$ cat config.mk
export PLATFORM = sky130hd
export DESIGN_NAME = d_imm_extend_stage
export DESIGN_NICKNAME = d
export VERILOG_FILES = /design/src/rtl/arc_pkg.sv /design/src/rtl/d_imm_ext_unit.sv /design/src/rtl/d_imm_extend_stage.sv
export SDC_FILE = /design/constraint.sdc
export NUM_CORES = 1
export LEC_CHECK = 0
export CAP_MARGIN = 20
export CORE_MARGIN = 1.5
export CORE_UTILIZATION = 45
export CTS_CLUSTER_DIAMETER = 120
export DETAILED_ROUTE_END_ITERATION = 6
export HOLD_SLACK_MARGIN = 0.08
export PLACE_DENSITY = 0.68
export SYNTH_ARGS = -nofsm -noshare
export SYNTH_HDL_FRONTEND = slang
export SYNTH_SLANG_ARGS = --single-unit
$ cat constraint.sdc
create_clock -name i_clk -period 1.9 [get_ports i_clk]
set_clock_uncertainty 0.15 [all_clocks]
set_input_delay 0.38 -clock i_clk [delete_from_list [all_inputs] [get_ports i_clk]]
set_output_delay 0.38 -clock i_clk [all_outputs]
set_load 0.05 [all_outputs]
$ cat src/rtl/arc_pkg.sv
// Shared types for the decode-stage immediate extender.
// Immediate modes and skid buffer occupancy states.
package arc_pkg;

    typedef enum logic [1:0] {
        IMM_ZERO,
        IMM_SIGN,
        IMM_UPPER,
        IMM_BRANCH
    } imm_mode_e;

    typedef enum logic [1:0] {
        SK_EMPTY,
        SK_ONE,
        SK_FULL
    } skid_state_e;

endpackage

$ cat src/rtl/d_imm_ext_unit.sv
// Combinational immediate widener: imm (IN_W) + mode (2) -> ext (OUT_W).
// Modes: zero-extend, sign-extend, upper-load, branch offset (sign << 2).
import arc_pkg::*;

module d_imm_ext_unit #(
    parameter int IN_W  = 16,
    parameter int OUT_W = 32
) (
    input  logic [IN_W-1:0]  imm,
    input  logic [1:0]       mode,
    output logic [OUT_W-1:0] ext
);

    logic [OUT_W-1:0] sext;

    assign sext = {{(OUT_W-IN_W){imm[IN_W-1]}}, imm};

    always_comb begin
        ext = '0;
        unique case (imm_mode_e'(mode))
            IMM_ZERO:   ext = {{(OUT_W-IN_W){1'b0}}, imm};
            IMM_SIGN:   ext = sext;
            IMM_UPPER:  ext = {imm, {(OUT_W-IN_W){1'b0}}};
            // top two sign bits fall off the end of the shift
            IMM_BRANCH: ext = {sext[OUT_W-3:0], 2'b00};
        endcase
    end

endmodule

$ cat src/rtl/d_imm_extend_stage.sv
// Decode-stage immediate extender with a 2-entry registered skid output.
// Ports: i_clk, i_rst_n, i_flush, i_valid/o_ready/i_data_immD/i_con_mode in;
//        o_valid/i_ready/o_data_immD/o_con_mode out.
import arc_pkg::*;

module d_imm_extend_stage #(
    parameter int IN_W  = 16,
    parameter int OUT_W = 32
) (
    input  logic             i_clk,
    input  logic             i_rst_n,
    input  logic             i_flush,
    input  logic             i_valid,
    output logic             o_ready,
    input  logic [IN_W-1:0]  i_data_immD,
    input  logic [1:0]       i_con_mode,
    output logic             o_valid,
    input  logic             i_ready,
    output logic [OUT_W-1:0] o_data_immD,
    output logic [1:0]       o_con_mode
);

    if (IN_W < 2 || IN_W > OUT_W - 1 || OUT_W > 64) begin : g_bad_param
        $error("d_imm_extend_stage: illegal IN_W/OUT_W");
    end

    skid_state_e      state_q, state_d;
    logic             rdy_q, rdy_d;
    logic [OUT_W-1:0] m_data_q, m_data_d;
    logic [1:0]       m_mode_q, m_mode_d;
    logic [OUT_W-1:0] s_data_q, s_data_d;
    logic [1:0]       s_mode_q, s_mode_d;
    logic [OUT_W-1:0] ext;
    logic             accept;
    logic             drain;

    d_imm_ext_unit #(
        .IN_W  (IN_W),
        .OUT_W (OUT_W)
    ) u_ext (
        .imm  (i_data_immD),
        .mode (i_con_mode),
        .ext  (ext)
    );

    assign accept = i_valid && rdy_q;
    assign drain  = (state_q != SK_EMPTY) && i_ready;

    always_comb begin
        state_d  = state_q;
        m_data_d = m_data_q;
        m_mode_d = m_mode_q;
        s_data_d = s_data_q;
        s_mode_d = s_mode_q;
        if (i_flush) begin
            // incoming data is dropped; a same-cycle drain still happened
            state_d = SK_EMPTY;
        end else begin
            unique case (state_q)
                SK_EMPTY: begin
                    if (accept) begin
                        state_d  = SK_ONE;
                        m_data_d = ext;
                        m_mode_d = i_con_mode;
                    end
                end
                SK_ONE: begin
                    if (accept && drain) begin
                        m_data_d = ext;
                        m_mode_d = i_con_mode;
                    end else if (accept) begin
                        state_d  = SK_FULL;
                        s_data_d = ext;
                        s_mode_d = i_con_mode;
                    end else if (drain) begin
                        state_d = SK_EMPTY;
                    end
                end
                SK_FULL: begin
                    if (drain) begin
                        state_d  = SK_ONE;
                        m_data_d = s_data_q;
                        m_mode_d = s_mode_q;
                    end
                end
                default: state_d = SK_EMPTY;
            endcase
        end
        // registered ready: no comb path from i_ready to o_ready
        rdy_d = (state_d != SK_FULL);
    end

    always_ff @(posedge i_clk or negedge i_rst_n) begin
        if (!i_rst_n) begin
            state_q  <= SK_EMPTY;
            rdy_q    <= 1'b0;
            m_data_q <= '0;
            m_mode_q <= '0;
            s_data_q <= '0;
            s_mode_q <= '0;
        end else begin
            state_q  <= state_d;
            rdy_q    <= rdy_d;
            m_data_q <= m_data_d;
            m_mode_q <= m_mode_d;
            s_data_q <= s_data_d;
            s_mode_q <= s_mode_d;
        end
    end

    assign o_valid     = (state_q != SK_EMPTY);
    assign o_ready     = rdy_q;
    assign o_data_immD = m_data_q;
    assign o_con_mode  = m_mode_q;

endmodule

== Word-level counts from Yosys, hierarchy flattened ==
Cells that the tools add are included.

* $add $sub $neg: 0
* $mul: 0
* Div/mod/pow operators: 0
* Order comparisons: 0
* Equality and inequality tests: 9
* Shift operators: 0
* Multiplexer cells: 16
* Bitwise logic cells: 2
* Reduce and logical (&&, ||, !) cells: 9

{| class="wikitable"
|+ Operator list
! cell !! count
|-
| one-hot mux 32 bit (4 select lines) || 1
|-
| 2-to-1 mux 32 bit || 3
|-
| one-hot mux 32 bit (3 select lines) || 1
|-
| 2-to-1 mux 2 bit || 9
|-
| one-hot mux 2 bit (3 select lines) || 2
|-
| != test 2 bit (second input constant) || 4
|-
| == test 2 bit (second input constant) || 3
|-
| AND reduction 5 bit || 1
|-
| == test 2 x 1 -> 1 bit (second input constant) || 2
|-
| logical NOT 2 bit || 2
|-
| AND reduction 4 bit || 1
|-
| logical AND 1 bit || 3
|-
| nonzero test 3 bit || 1
|-
| inverter 1 bit || 2
|-
| nonzero test 2 bit || 1
|}

* Bits in registers: 71
* Latch bits: 0
* Bits in writable memories: 0
* Memory bits (read-only): 0
* Input bits: 23
* Output and inout port bits: 36
* Word-level logic and storage cells: 42
* Memories kept: 0

== Longest topological paths before layout ==
Gate-level depths: netlist of the first run.

* Word-level depth: 8
* Mapped depth: 6
* Mapped depth without buffers: 4

== Modules after synthesis ==
From an unflattened synthesis of the first run, not the netlist that was laid out.

* Cells, all modules: 316
* Area total of the unflattened synthesis: 3,480.8 um2

{| class="wikitable"
|+ By module, submodules not included
! module !! times used !! cells each !! area an instance (um2) !! seq. area each (um2)
|-
| d_imm_extend_stage || 1 || 274 || 3,115.5 || 1,776.7
|-
| d_imm_ext_unit || 1 || 42 || 365.4 || 0.0
|}

== Least setup slack after synthesis of the first run ==
No wires, ideal clock.

* Kind: register -> register
* Start: reg rdy_q, in the netlist o_ready
* End: reg m_mode_q[1], in the netlist o_con_mode[1]
* Library setup time: 0.125 ns
* Data arrival time: 1.662 ns
* Data required time: 1.625 ns
* Path slack: -0.037 ns
* Cell stages (with the launch flop): 6
* Buffers on the path: 1
* Period minus slack after synthesis: 1.937 ns
* Cell sequence: dfrtp_1 > and3b_1 > a22oi_2 > nor2_4 > buf_6 > mux2_4

* Cells in the longest elaborated chain, start to end: 4
* Elaborated cells between the ends (all ways): 5
* Those cells by class: 2 x eq/ne; 3 x reduce/logical

{| class="wikitable"
|+ RTL lines
! element !! RTL line !! text
|-
| start, declared || d_imm_extend_stage.sv:28 || <nowiki>logic rdy_q, rdy_d;</nowiki>
|-
| start signal, assigned || d_imm_extend_stage.sv:103 || <nowiki>rdy_q <= rdy_d;</nowiki>
|-
| logical AND 1 bit (*) || d_imm_extend_stage.sv:46 || <nowiki>assign accept = i_valid && rdy_q;</nowiki>
|-
| logical AND 1 bit || d_imm_extend_stage.sv:68 || <nowiki>if (accept && drain) begin</nowiki>
|-
| != test 2 bit (no line) || - ||
|-
| AND reduction 5 bit (no line) (*) || - ||
|-
| end signal, assigned || d_imm_extend_stage.sv:105 || <nowiki>m_mode_q <= m_mode_d;</nowiki>
|-
| end, declared || d_imm_extend_stage.sv:30 || <nowiki>logic [1:0] m_mode_q, m_mode_d;</nowiki>
|}

Mark *: on every way between the ends. The rest lies on a longest branch, timed or not.
A chain may end at the register's enable or synchronous reset.

== Final worst setup path of the first run ==
* Start: reg state_q[0]
* End: out o_valid

* Cells in the longest elaborated chain, start to end: 1

{| class="wikitable"
|+ RTL lines
! element !! RTL line !! text
|-
| start, declared || d_imm_extend_stage.sv:27 || <nowiki>skid_state_e state_q, state_d;</nowiki>
|-
| start signal, assigned || d_imm_extend_stage.sv:102 || <nowiki>state_q <= state_d;</nowiki>
|-
| nonzero test 2 bit || d_imm_extend_stage.sv:111 || <nowiki>assign o_valid = (state_q != SK_EMPTY);</nowiki>
|-
| end, declared || d_imm_extend_stage.sv:17 || <nowiki>output logic o_valid,</nowiki>
|}

Every way passes these cells.

==> results of run 1 <==
-- area by class of cell --
| type | instances | area [um^2] | share of cell area (%) |
|---|---|---|---|
| clock inverter | 3 | 17.52 | 0.4039 |
| timing repair buffer | 78 | 718.2 | 16.56 |
| multi-input combinational | 241 | 1530 | 35.29 |
| clock buffer | 12 | 165.2 | 3.808 |
| sequential | 71 | 1778 | 41.00 |
| inverter | 1 | 3.754 | 0.08656 |
| tap | 99 | 123.9 | 2.856 |
-- per-layer routing --
| metal | vias up | GRT usage, % | part of all wire, % |
|---|---|---|---|
| met5 | - | 0 | 0 |
| met4 | 0 | 7.275 | 1.8 |
| met3 | 15 | 3.807 | 4.3 |
| met2 | 65 | 29.86 | 46 |
| met1 | 1244 | 28.53 | 48 |
| li1 | 1262 | - | - |
-- timing repair --
action | 4_1_cts | 5_1_grt
gates resized for setup | 3 | 3
endpoints found under the hold margin | 71 | 0
setup endpoints to repair | 41 | 17
hold buffers | 1 | 0
-- critical path, cell delays in order (launching register included) --
cell	delay (ps)
dfrtp_1	470
or2_2	320
buf_4	190
-- power by group --
part | internal (mW) | switching [mW] | total, mW
Combinational | 0.605 | 0.937 | 1.54
Clock | 0.570 | 0.545 | 1.11
Sequential | 1.85 | 0.197 | 2.05
Total | 3.02 | 1.68 | 4.70
-- synth_stat cells --
library cell / instances / area share [%]
a21oi_1: 30 / 4.4
a22oi_2: 1 / 0.37
a2bb2oi_1: 1 / 0.26
a31oi_1: 1 / 0.18
and2_0: 1 / 0.18
and2_1: 1 / 0.18
and2b_1: 6 / 1.3
and3_1: 1 / 0.18
and3b_1: 1 / 0.26
buf_2: 14 / 2.0
buf_4: 1 / 0.22
buf_6: 3 / 0.99
clkbuf_1: 5 / 0.55
dfrtp_1: 71 / 52
inv_1: 1 / 0.11
mux2_2: 5 / 1.6
mux2_4: 30 / 13
mux2i_1: 1 / 0.29
nand2_1: 78 / 8.6
nand2b_1: 4 / 0.73
nand3_1: 1 / 0.15
nor2_1: 2 / 0.22
nor2_4: 1 / 0.33
nor2b_1: 9 / 1.6
nor2b_2: 1 / 0.26
o21ai_0: 60 / 8.8
o21ai_1: 3 / 0.44
or2_2: 1 / 0.18
or2b_1: 1 / 0.22
xnor2_1: 1 / 0.26
-- metrics by stage --
stage | utilization, % | setup TNS [ps] | setup slack [ps]
5_1_grt | 59.47 | 0 | 8.243
6_report | 59.47 | 0 | 55.85
3_3_place_gp | 56.64 | -23060 | -586.2
4_1_cts | 59.32 | 0 | 34.99
2_1_floorplan | - | 0 | 107.3
3_5_place_dp | 56.64 | -24020 | -586.4
-- flip-flops by register name (all words and copies together) (netlist names) --
register	cells
s_mode_q	2
state_q	2
s_data_q	32
o_data_immD	32
o_ready	1
o_con_mode	2
-- cells by family (layout without fill, tap and decap cells) --
logic type | Yosys count | in the layout | share of synthesized area, %
and+or+nand+nor | 108 | 108 | 14.41
xor gates and xnor gates | 1 | 1 | 0.2560
buffers and inverters | 24 | 94 | 3.912
AOI/OAI and AO/OA | 96 | 96 | 14.41
muxes | 36 | 36 | 15.10
DFF | 71 | 71 | 51.92
-- worst max-delay path by stage --
stage,to,from,cells past startpoint
after detailed placement,o_data_immD[20],i_con_mode[0],5
after floorplan,o_con_mode[1],o_ready,5
after global routing,o_data_immD[27],state_q[0],5
final,o_valid,state_q[0],2
after global placement,o_data_immD[19],i_con_mode[0],5
after CTS,o_valid,state_q[0],2
==> summary.md, run 1 <==
| Metric | Value |
|---|---|
| Status | completed |
| CTS sink cnt | 71 |
| Post-Place Cells | 489 |
| Remaining DRCs | 0 |
| Vias in the first global route | 2486 |
| Most frequent cells in the layout | nand2_1 (78), dfrtp_1 (70), o21ai_0 (60) |
| CTS tree | yes |
| H-tree levels | 3 |
| Initial antenna violation count | 0 |
| CP Launch Type | flip-flop |
| Reg2Reg Depth | 5 |
| Max Buffers Root-to-Sink | 2 |
| Final worst-path cycle share | 97.06% |
| Worst EP arrival | 1310 ps |
| Total inserted antenna cells | 0 |
| Die area | 8137 um^2 |
| Register area share after synthesis | 51.92% |
| Final Hold Viols | 0 |
| Iteration-0 DRC Markers | 196 |
| Clock transition at path regs | 70 ps |
| GR Overflow Total | 0 |
| DR WL/cell | 15.04 um |
| Leak | 2.010 nW |
| Post-Syn Instances | 336 |
| Post-Synthesis Net Count | 359 |
| Initial Util | 46.93% |
| Layout Nets | 425 |
| Area grow syn2layout | 26.73% |
| RePlAce Congestion | 0.7922 |
| Tot Pwr | 4.702 mW |
| Post-synthesis register bit count | 71 |
| Final setup fails | 0 |
| DP Wirelength | 5.223 mm |
| Leading cell type in the layout, fill and taps excluded | nand2_1 |
| Worst r2r src | state_q[0] |
| Post-synthesis cell area | 3422 um^2 |
| R2R Path End | o_data_immD[11] |
| R2r setup slk | 80 ps |
| # rows | 31 |
| Max_cap viols | 0 |
| Total number of vias | 2586 |
| Synth Warn # | 0 |
| PD cells | 1084 nW/um^2 |
| Via density | 5.121 |
| Critical path fanouts, max | 7 |
| Fill count | 660 |
| Setup Fix Bufs, Post-CTS | 0 |
| Share of layout cells above drive strength 1 | 28.08% |
| Cell Area, Placed | 4130 um^2 |
| Hold Crit Class | reg2reg |
| Core Region | 7292 um^2 |
| Input/output buffers | 58 |
| Final instance area | 4337 um^2 |
| Hold depth | 2 |
| Clk Latency, worst-skew pair | 330 ps |
| Ports | 59 |
| GRT Overall Usage | 19.87% |
| Chip Width | 90.21 um |
| Pins Over Slew Limit | 0 |
| Crit. End Element | primary output |
| Hold_sp | s_mode_q[0] |
| Slew @ Worst Pin | 377.7 ps |
| Average size of a mapped cell | 10.18 um^2 |
| CTS root buffer | clkbuf_8 |
| Max rail drop VDD | 0.0005979 V |
| WS Path Type | reg2out |
| Largest net degree at the start of global routing | 72 |
| RSZ-0062 raised after global routing | false |
| Synth unique cells | 30 |
| Layout Cells excl Fill | 505 |
| Detailed Routing Iterations Pass 1 | 5 |
| Maximum clock frequency | 542.3 MHz |
| Post-route antenna net violation count | 0 |
| Final Critical Period | 1844 ps |
| Die Height | 90.21 um |
| Final wirelength | 7.596 mm |
| TritonCTS buffer count | 9 |
| Slew HR | 74.82% |
| First-pass GRT wire length | 12.85 mm |
| Worst hold margin | 332.6 ps |
| WHS Endpoint | s_mode_q[0] |
| Critical path required time | 1370 ps |
(Power assumes the default switching activity.)
==> run 2: changes to the inputs <==
- GPL_ROUTABILITY_DRIVEN: not set -> 0
- PLACE_DENSITY: 0.68 -> 0.7
- clock period: 1.9 -> 2 ns (I/O delays scaled with it)
==> summary.md, run 2 (synthesized netlist as in run 1, its figures left out) <==
| Metric | Value |
|---|---|
| Status | completed (unchanged) |
| Worst hold margin | 321.5 ps (was 332.6 ps) |
| Worst-path cell chain | clkdlybuf4s50_1, buf_4, and2_0, buf_4, a21oi_1, o21ai_0, mux2_2 (was or2_2, buf_4) |
| Final worst-path cycle share | 95.11% |
| Vias in the first global route | 2436 (was 2486) |
| R2R Path End | o_data_immD[26] (was o_data_immD[11]) |
| Share of layout cells above drive strength 1 | 26.25% (was 28.08%) |
| Die area | 8137 um^2 (unchanged) |
| Critical path fanouts, max | 14 (was 7) |
| Max stage delay on crit path | 480 ps (was 470 ps) |
| Hold Crit Class | reg2reg (unchanged) |
| Reg2Reg Depth | 5 (unchanged) |
| Final Util | 58.37% (was 59.47%) |
| CP Launch Type | input pin (was flip-flop) |
| Initial antenna violation count | 0 (unchanged) |
| Setup_tns | 0 ps (unchanged) |
| R2r setup slk | 270 ps (was 80 ps) |
| DP Wirelength | 4.890 mm (was 5.223 mm) |
| Core Region | 7292 um^2 (unchanged) |
| First-pass GRT wire length | 12.27 mm (was 12.85 mm) |
| Total inserted antenna cells | 0 (unchanged) |
| Max Buffers Root-to-Sink | 2 (unchanged) |
| Layout Nets | 420 (was 425) |
| Ports | 59 (unchanged) |
| PD cells | 1029 nW/um^2 (was 1084 nW/um^2) |
| Largest net degree at the start of global routing | 72 (unchanged) |
| Leading cell type in the layout, fill and taps excluded | nand2_1 (unchanged) |
| Critical path required time | 2070 ps (was 1370 ps) |
| GR Overflow Total | 0 (unchanged) |
| Final Hold Viols | 0 (unchanged) |
| WHS Endpoint | s_data_q[16] (was s_mode_q[0]) |
| Pins Over Slew Limit | 0 (unchanged) |
| Clk Latency, worst-skew pair | 340 ps (was 330 ps) |
| Worst r2r src | state_q[0] (unchanged) |
| Max rail drop VDD | 0.0004521 V (was 0.0005979 V) |
| Most frequent cells in the layout | nand2_1 (78), dfrtp_1 (71), o21ai_0 (60) (was nand2_1 (78), dfrtp_1 (70), o21ai_0 (60)) |
| Hold_sp | s_data_q[16] (was s_mode_q[0]) |
| Crit. End Element | flip-flop (was primary output) |
| Post-Place Worst Slack | -403.3 ps (was -586.4 ps) |
| Hold depth | 2 (unchanged) |
| Setup ws final | 97.74 ps (was 55.85 ps) |
| Die Height | 90.21 um (unchanged) |
| Total number of vias | 2558 (was 2586) |
| CP max stage cell | clkdlybuf4s50_1 (was dfrtp_1) |
| CTS tree | yes (unchanged) |
| Input/output buffers | 58 (unchanged) |
| Detailed Routing Iterations Pass 1 | 4 (was 5) |
| Remaining DRCs | 0 (unchanged) |
| CTS sink cnt | 71 (unchanged) |
| RSZ-0062 raised after global routing | false (unchanged) |
| Max_cap viols | 0 (unchanged) |
| Area grow syn2layout | 24.39% (was 26.73%) |
| DR WL/cell | 14.57 um (was 15.04 um) |
| Leak | 1.958 nW (was 2.010 nW) |
| CTS root buffer | clkbuf_8 (unchanged) |
| Slew HR | 65.00% (was 74.82%) |
| Iteration-0 DRC Markers | 109 (was 196) |
| Clock transition at path regs | 70 ps (about the same) |
| Tot Pwr | 4.380 mW (was 4.702 mW) |
| # rows | 31 (unchanged) |
| TritonCTS buffer count | 9 (unchanged) |
| Slew @ Worst Pin | 522.6 ps (was 377.7 ps) |
| Final wirelength | 7.272 mm (was 7.596 mm) |
| Critical path's most frequent cell | buf_4 |
| Setup Fix Bufs, Post-CTS | 0 (unchanged) |
| Chip Width | 90.21 um (unchanged) |
| GRT Overall Usage | 19.03% (was 19.87%) |
| Via density | 5.126 (was 5.121) |
| Final Critical Period | 1902 ps |
| Crit path from | i_con_mode[0] (was state_q[0]) |
| Final setup fails | 0 (unchanged) |
| Post-route antenna net violation count | 0 (unchanged) |
| Initial Util | 46.93% (unchanged) |
| WS Path Type | in2reg (was reg2out) |
| Maximum clock frequency | 525.7 MHz |
| Worst EP arrival | 1980 ps (was 1310 ps) |
| H-tree levels | 3 (unchanged) |
[run 2: cell count changes in the layout (fill, tap and decap cells not counted), sizes merged]
| cell | previous run | this run |
|---|---|---|
| buf | 56 | 51 |
| dlymetal6s2s | 1 | 0 |
| clkinv | 2 | 1 |
| clkdlybuf4s50 | 19 | 21 |
| dlygate4sd2 | 1 | 0 |
| clkinvlp | 1 | 0 |
| clkbuf | 12 | 13 |
[run 2: per-layer routing]
layer	track usage [%]	vias to the layer above	share of wire (%)
li1	-	1256	-
met1	26.93	1231	48
met2	28.79	65	46
met3	5.584	6	4.6
met4	4.497	0	0.69
met5	0	-	0
[run 2: how the worst max path moves through the flow]
stage,endpoint,cells past startpoint
floorplan,o_con_mode[1],5
global placement,o_data_immD[19],5
global route,o_data_immD[7],6
CTS,o_data_immD[12],6
finish,o_data_immD[25],7
detailed placement,o_data_immD[20],5
[run 2: worst max-delay path, delay by kind of cell]
family	cells	cell delay, ps
buffers and inverters	3	860
AND/OR/NAND/NOR	1	130
AO/OA/AOI/OAI	2	310
multiplexers	1	270
[run 2: final cells by class]
| class | instances | area, um^2 |
|---|---|---|
| inverters | 1 | 3.754 |
| fillers | 629 | 3035 |
| well taps | 99 | 123.9 |
| flip-flops and latches | 71 | 1777 |
| clock buffers | 13 | 158.9 |
| multi-input cells | 241 | 1525 |
| repair buffers | 73 | 663.1 |
| clock inverters | 1 | 5.005 |
[run 2: metrics by stage]
stage | cells | area, um^2
after floorplan | 336 | 3422
after CTS | 499 | 4255
final | 499 | 4257
after detailed placement | 484 | 4079
after global placement | 484 | 4079
after global routing | 499 | 4257
[run 2: timing repair]
item,4_1_cts,5_1_grt
gates resized for setup,1,1
endpoints found under the hold margin,71,0
setup endpoints to repair,6,20
hold buffers,1,0
[run 2: power breakdown]
group | internal [mW] | switching, mW | leakage [nW] | total, mW
Clock | 0.504 | 0.488 | 0.0854 | 0.992
Combinational | 0.568 | 0.880 | 0.969 | 1.45
Sequential | 1.76 | 0.183 | 0.903 | 1.94
Total | 2.83 | 1.55 | 1.96 | 4.38
==> run 3: changes to the inputs <==
- CTS_CLUSTER_SIZE: not set -> 20
==> results of run 3 <==
No change in the layout: final DEF, timing and power equal those of run 2.
